## config.mk

```make
export PLATFORM = sky130hd
export DESIGN_NAME = sm83_pch_bus_dec
export DESIGN_NICKNAME = d
export VERILOG_FILES = /design/src/rtl/sm83_pch_pkg.sv /design/src/rtl/sm83_pch_bus_bit.sv /design/src/rtl/sm83_pch_bus_dec.sv
export SDC_FILE = /design/constraint.sdc
export NUM_CORES = 1
export LEC_CHECK = 0
export ABC_CLOCK_PERIOD_IN_PS = 1550
export CORE_MARGIN = 5
export CORE_UTILIZATION = 25
export DETAILED_ROUTE_END_ITERATION = 6
export SETUP_SLACK_MARGIN = 0.5
export SYNTH_ARGS = -nofsm -noshare
export SYNTH_HDL_FRONTEND = slang
export SYNTH_HIERARCHICAL = 1
export SYNTH_SLANG_ARGS = --single-unit
```

## constraint.sdc

```tcl
create_clock -name clk -period 1.55 [get_ports clk]
set_clock_uncertainty 0.15 [all_clocks]
set_input_delay 0.31 -clock clk [delete_from_list [all_inputs] [get_ports clk]]
set_output_delay 0.31 -clock clk [all_outputs]
set_load 0.005 [all_outputs]
```

## src/rtl/sm83_pch_pkg.sv

```systemverilog
// Shared types and helpers for the SM83-style precharged bus decoder.
package sm83_pch_pkg;

    typedef enum logic [1:0] {
        IDLE = 2'd0,
        PCH  = 2'd1,
        EVAL = 2'd2,
        HOLD = 2'd3
    } pch_state_e;

    // Bits needed to hold values 0..value-1, never less than one bit.
    function automatic int clog2(input int value);
        int w;
        w = 1;
        while ((1 << w) < value) begin
            w = w + 1;
        end
        return w;
    endfunction

endpackage

```

## src/rtl/sm83_pch_bus_bit.sv

```systemverilog
// One dynamic bus node: precharge wins, then leak or discharge, otherwise the charge holds.
module sm83_pch_bus_bit
    import sm83_pch_pkg::*;
(
    input  logic clk,
    input  logic reset_n,
    input  logic pch,
    input  logic dis,
    input  logic leak,
    output logic node
);

    logic node_q;
    logic node_d;

    always_comb begin
        node_d = node_q;
        if (pch) begin
            node_d = 1'b1;
        end else if (leak || dis) begin
            node_d = 1'b0;
        end
    end

    always_ff @(posedge clk) begin
        if (!reset_n) begin
            node_q <= 1'b1;
        end else begin
            node_q <= node_d;
        end
    end

    assign node = node_q;

endmodule

```

## src/rtl/sm83_pch_bus_dec.sv

```systemverilog
// Precharged wired-AND bus with pull-down drivers, optional charge leak and a contention flag.
module sm83_pch_bus_dec
    import sm83_pch_pkg::*;
#(
    parameter int WIDTH = 8,
    parameter int NDRV  = 4,
    parameter int DECAY = 0
) (
    input  logic                  clk,
    input  logic                  reset_n,
    input  logic                  pch_n,
    input  logic [NDRV-1:0]       drv_en,
    input  logic [NDRV*WIDTH-1:0] drv_data,
    output logic [WIDTH-1:0]      node,
    output logic [WIDTH-1:0]      y,
    output logic                  contention,
    output logic                  decayed
);

    localparam int CW = clog2(DECAY + 1);
    localparam logic [CW-1:0] DECAY_C = CW'(DECAY);
    localparam logic [CW-1:0] ONE_C   = CW'(1);

    pch_state_e     state_q, state_d;
    logic [CW-1:0]  cnt_q, cnt_d, cnt_base;
    logic           contention_q, contention_d;
    logic           decayed_q, decayed_d;
    logic [WIDTH-1:0] dis_mask;
    logic           pch, eval, hold, leak;

    always_comb begin
        dis_mask = '0;
        for (int k = 0; k < NDRV; k++) begin
            if (drv_en[k]) begin
                dis_mask = dis_mask | ~drv_data[k*WIDTH +: WIDTH];
            end
        end
    end

    assign pch  = !pch_n;
    assign eval = pch_n && (|drv_en);
    assign hold = pch_n && !(|drv_en);

    // The leak count only carries over between consecutive HOLD cycles.
    always_comb begin
        state_d      = HOLD;
        cnt_base     = (state_q == HOLD) ? cnt_q : '0;
        cnt_d        = '0;
        leak         = 1'b0;
        decayed_d    = decayed_q;
        contention_d = pch && (|dis_mask);
        if (pch) begin
            state_d = PCH;
        end else if (eval) begin
            state_d = EVAL;
        end
        if (hold && (DECAY > 0)) begin
            cnt_d = (cnt_base == DECAY_C) ? cnt_base : cnt_base + ONE_C;
            leak  = (cnt_d == DECAY_C);
        end
        if (pch) begin
            decayed_d = 1'b0;
        end else if (leak) begin
            decayed_d = 1'b1;
        end
    end

    always_ff @(posedge clk) begin
        if (!reset_n) begin
            state_q      <= IDLE;
            cnt_q        <= '0;
            contention_q <= 1'b0;
            decayed_q    <= 1'b0;
        end else begin
            state_q      <= state_d;
            cnt_q        <= cnt_d;
            contention_q <= contention_d;
            decayed_q    <= decayed_d;
        end
    end

    for (genvar i = 0; i < WIDTH; i++) begin : g_bit
        sm83_pch_bus_bit u_bit (
            .clk     (clk),
            .reset_n (reset_n),
            .pch     (pch),
            .dis     (dis_mask[i]),
            .leak    (leak),
            .node    (node[i])
        );
    end

    assign y          = ~node;
    assign contention = contention_q;
    assign decayed    = decayed_q;

endmodule
```

==> flow_summary_export.csv <==
group,metric,value,unit
finish,nets,203,
placement,gp_congestion,0.722,
finish,drive_gt1_share,58.3,%
critical_path,end_kind,"output pin",
grt,grt_max_degree,10,
timing,setup_viol,0,
placement,placedInstanceArea,1400,µm²
power,peakVddDrop,0.418,mV
floorplan,die_x,63.4,µm
synthesis,ys_seq_area_share,25.3,%
synthesis,ys_seq_elements,9,
cts,worstSkewPairLatency,0.26,ns
routing,drc,0,
routing,num_vias,858,
job,drv_cap,0,
synthesis,syn_area,713,µm²
routing,drt_wl_total,2460,µm
critical_path,r2r_setup_slack,0.49,ns
critical_path,cp-start-kind,"flip-flop",
floorplan,die_h,63.4,µm
timing,hold_viol,0,
finish,num_antenna_cells,0,
synthesis,syn_inst,81,
power,power_frac_seq,31.2,%
timing,period_share,78.0,%
placement,placed_cells,182,
synthesis,ys_warn_count,6,
cts,numCtsBuffers,3,
routing,wl_per_cell,12.7,µm
hold_path,hold_class,"input port to flip-flop",
critical_path,cp_max_fo,3,
cts,htreeDepth,1,
critical_path,cp_data_required_time,1.09,ns
power,p_comb_share,46.8,%
power,power.share.clock,22.0,%
power,p_sw_share,30.2,%
finish,mostFrequentLayoutCell,"inv_1",
power,power_density,476,nW/µm²
floorplan,core_area,2730,µm²
finish,instances_no_fill,194,
grt,grt_pass1_wl,4090,µm
power,p_leak,0.884,nW
floorplan,rows,19,
synthesis,synthDistinctLibCells,14,
grt,grtUsageTotal,12.4,%
timing,fmax,0.827,GHz
placement,portBuffers,55,
synthesis,synth.avg_cell_area,8.80,µm²
finish,syn_to_final_growth,145,%
routing,first_iter_violations,3,
cts,cts.sinks,9,
floorplan,ios,57,
run_status,outcome,"finished clean",
routing,drt_pre_antenna_iters,2,
cts,ctsLongestPathBuffers,2,
cts,path_clk_slew,0.06,ns
floorplan,floorplan.initialDensity,26.1,%
timing,layout_min_cycle_time,1.21,ns
power,p_sw,0.251,mW
routing,viasPerCell,4.42,
critical_path,critPathArrivalTime,0.75,ns
cts,root_buffer,"clkbuf_4",
power,power.internal,0.580,mW
critical_path,timing_worst_setup_path_type,"flip-flop to output pin",
cts,cts_tree,"done",
routing,detail-route-antenna-nets,0,
timing,rsz0062_at_grt,"true",
placement,hpwl,1960,µm
grt,antenna_found_initial,0,
finish,final_cell_area,1750,µm²
timing,drv_slew,0,
grt,grt_pass1_vias,938,
grt,overflow,0,
finish,final_cell_mix,"inv_1 (19), nand2b_4 (16), buf_6 (16)",
floorplan,die_area,4020,µm²
state kept, by name (all words and copies together), names as in the netlist:
name and cells:
contention 1, g_bit.u_bit/node 8
cells by family (layout without fill, tap and decap cells):
family	count (synthesis)	in the layout	share of synthesized area (%)
AND/OR/NAND/NOR	27	27	25.6
buffers and inverters	27	101	15.4
AO/OA/AOI/OAI	17	17	33.2
flip-flops	9	9	25.3
other	1	9	0.526
cell usage after synthesis:
master	n	area (µm²)
o311ai_2	8	130
nand2_1	1	3.75
o2111ai_2	5	75.1
nor4_1	1	6.26
a21oi_1	1	5.00
nand2b_1	16	100
nor4_2	1	12.5
or2b_1	8	60.1
dfxtp_1	9	180
buf_4	1	7.51
conb_1	1	3.75
clkinv_4	1	8.76
o2111ai_1	3	26.3
inv_1	25	93.8
worst paths after layout:
kind                            depth (start not counted)                 from                  end
worst max-delay path                                    2  g_bit[2].u_bit/node                 y[2]
worst min-delay path                                    4                pch_n  g_bit[3].u_bit/node
worst max register to register                          4  g_bit[2].u_bit/node  g_bit[2].u_bit/node
worst min register to register                          2  g_bit[3].u_bit/node  g_bit[3].u_bit/node
area by class of cell:
type / count / area, µm²
Fill cell: 237 / 987
Multi-Input combinational cell: 53 / 728
Timing Repair Buffer: 70 / 647
Sequential cell: 9 / 191
Inverter: 26 / 110
Tap cell: 31 / 38.8
Clock buffer: 4 / 26.3
Timing Repair inverter: 1 / 5.00
critical path, cell delays in order (launching register included):
cell and delay [ns]:
dfxtp_2 0.34, inv_1 0.04, buf_2 0.12
metal layers:
metal / routed length [µm] / global-route usage, % / vias to the layer above
met5: 0 / 0 / -
met4: 23 / 3.90 / 0
met3: 258 / 5.68 / 4
met2: 1250 / 22.0 / 41
met1: 928 / 12.8 / 387
li1: - / - / 426
power groups by stage:
| stage | sequential [mW] | clock (mW) | combinational, mW |
|---|---|---|---|
| floorplan | 0.261 | 0 | 0.0977 |
| global placement | 0.260 | 0 | 0.294 |
| detailed placement | 0.261 | 0 | 0.298 |
| CTS | 0.257 | 0.193 | 0.359 |
| global route | 0.261 | 0.207 | 0.419 |
| finish | 0.259 | 0.183 | 0.389 |
repair_timing:
item / CTS / global route
endpoints found under the setup margin: 26 / 26
setup buffers: 3 / 3
hold buffers: 0 / 0
gates resized for setup: 182 / 32
pin swaps: 19 / 12
cloned: 1 / 1
metrics by stage:
step	setup TNS (ns)	power (mW)	util [%]	setup slack (ns)	hold slack (ns)
2_1_floorplan	0	0.359	-	0.365	0.233
3_3_place_gp	-2.09	0.554	51.1	-0.344	0.372
6_report	0	0.832	63.9	0.341	0.298
5_1_grt	0	0.887	63.9	0.304	0.307
3_5_place_dp	-2.54	0.559	51.1	-0.389	0.377
4_1_cts	0	0.808	60.3	0.333	0.380
(Power assumes the default switching activity.)
==> variant: new RTL, config.mk and constraints unchanged <==
Put a register stage on the output `y`, cleared by the reset. The value now appears one clock later. The other outputs are not delayed to match.
--- a/src/rtl/sm83_pch_bus_dec.sv
+++ b/src/rtl/sm83_pch_bus_dec.sv
@@ -90,7 +90,13 @@
         );
     end
 
-    assign y          = ~node;
+    always_ff @(posedge clk) begin
+        if (!reset_n) begin
+            y <= '0;
+        end else begin
+            y <= ~node;
+        end
+    end
     assign contention = contention_q;
     assign decayed    = decayed_q;
 
Formal check against the unedited RTL: not equivalent (a bounded check fails within 4 cycles, from zero or initial values and one cycle with reset_n low).
==> variant against the original RTL <==
- wire length is 15% higher
- area after synthesis is 24% higher
- global-route usage is 0.73 points lower
- design area is 17% higher
- total power is 36% higher
- non-clock buffer count is 5 higher
- critical path depth is 1 lower
- count of clock-buffer cells in the layout stayed put
- combinational power is 9.5% higher
- sequential cell count is 8 higher
- worst setup slack better by 15 ps
- sequential share of layout area is 6.3 points higher
==> variant: results <==
export IMPL_gp_congestion=0.724
export IMPL_first_global_vias=1027
export IMPL_dr_pass1_iters=4
export IMPL_finalNetCount=215
export IMPL_crit_arrival_ps=730
export IMPL_drive_gt1_share_pct=58.3
export IMPL_nFillCells=299
export IMPL_seq_area_frac_synth_pct=38.5
export IMPL_grt_util_all_layers_pct=11.7
export IMPL_avgRoutedWirePerCell_um=12.8
export IMPL_cp_max_fo=2
export IMPL_ys_top_cells_by_area="dfxtp_1 (39%), nand2b_1 (17%), o311ai_2 (15%)"
export IMPL_grt_pass1_wl_mm=4.76
export IMPL_synthTopCellsByCount="nand2b_1 (24), dfxtp_1 (17), inv_1 (17)"
export IMPL_yosysUniqueCellTypes=14
export IMPL_dp_hpwl_mm=2.08
export IMPL_drt_iter0_drc=34
export IMPL_dpl_worst_slack_ps=-409
export IMPL_io_buffers=55
export IMPL_max_stage_delay_ps=340
export IMPL_vias_per_cell=4.19
export IMPL_leakage_nw=0.991
export IMPL_clk_latency_ps=280
export IMPL_irDropWorstVdd_uv=230
export IMPL_dpl_cell_area_sq_um=1630
export IMPL_status="finished, final reports clean"
-- variant: cell types whose count changed in the layout (fill, tap and decap cells not counted), moves of 3 or more --
cell | unedited run | this run
dlygate4sd2_1 | 15 | 26
clkdlybuf4s15_1 | 13 | 5
nand2b_4 | 16 | 24
nor2b_1 | 0 | 8
or2b_1 | 8 | 0
dfxtp_1 | 0 | 7
inv_1 | 19 | 14
inv_2 | 6 | 2
buf_2 | 11 | 8
buf_4 | 6 | 9
buf_6 | 16 | 19
clkbuf_2 | 5 | 2
-- variant: path summary, 6_finish.rpt --
check / from / end / slack [ps] / cells after the start
setup / recovery: g_bit[4].u_bit/node$_SDFFE_PP1P_ / node[4] / 360 / 1
hold / removal: pch_n / contention$_SDFF_PN0_ / 230 / 4
setup reg to reg: g_bit[1].u_bit/node$_SDFFE_PP1P_ / g_bit[1].u_bit/node$_SDFFE_PP1P_ / 540 / 3
hold reg to reg: g_bit[7].u_bit/node$_SDFFE_PP1P_ / y[7]$_SDFF_PN0_ / 350 / 2
-- variant: final cells by class --
| class | count | area [sq um] | share of cell area (%) |
|---|---|---|---|
| well taps | 46 | 57.6 | 2.81 |
| flip-flops and latches | 17 | 353 | 17.2 |
| clock buffers | 4 | 26.3 | 1.28 |
| repair buffers | 75 | 724 | 35.4 |
| inverters | 18 | 77.6 | 3.79 |
| multi-input cells | 61 | 808 | 39.5 |
-- variant: metrics by stage --
| step | util (%) | instances |
|---|---|---|
| 3_3_place_gp | 48.2 | 206 |
| 6_report | 60.4 | 221 |
| 2_1_floorplan | - | 97 |
| 5_1_grt | 60.4 | 221 |
| 3_5_place_dp | 48.2 | 206 |
| 4_1_cts | 58.5 | 221 |
-- variant: layer usage --
| layer | part of all wire, % | GRT usage [%] | vias to the layer above | wire, um |
|---|---|---|---|---|
| li1 | - | - | 467 | - |
| met1 | 40 | 13.4 | 411 | 1130 |
| met2 | 51 | 21.0 | 45 | 1430 |
| met3 | 8.6 | 3.62 | 4 | 242 |
| met4 | 0.78 | 2.60 | 0 | 22 |
| met5 | 0 | 0 | - | 0 |
-- variant: cell families (layout without fill, tap and decap cells) --
logic type,Yosys count,after routing,synth area share [%]
AO/OA/AOI/OAI,17,17,26.8
other,1,9,0.425
flip-flops,17,17,38.5
AND/OR/NAND/NOR,35,35,25.2
buffers and inverters,19,97,9.07
-- variant: power by group --
group	total, W	internal [W]	switching (W)	leakage, nW
logic	0.000426	0.000260	0.000167	0.837
clock network	0.000231	0.0000999	0.000131	0.0150
registers	0.000474	0.000463	0.0000115	0.139
total	0.00113	0.000822	0.000309	0.991
-- variant: repair_timing --
item	CTS	global route
setup endpoints to repair	26	25
buffers inserted	10	0
cloned	1	0
pin swaps	18	8
resized for setup	184	20
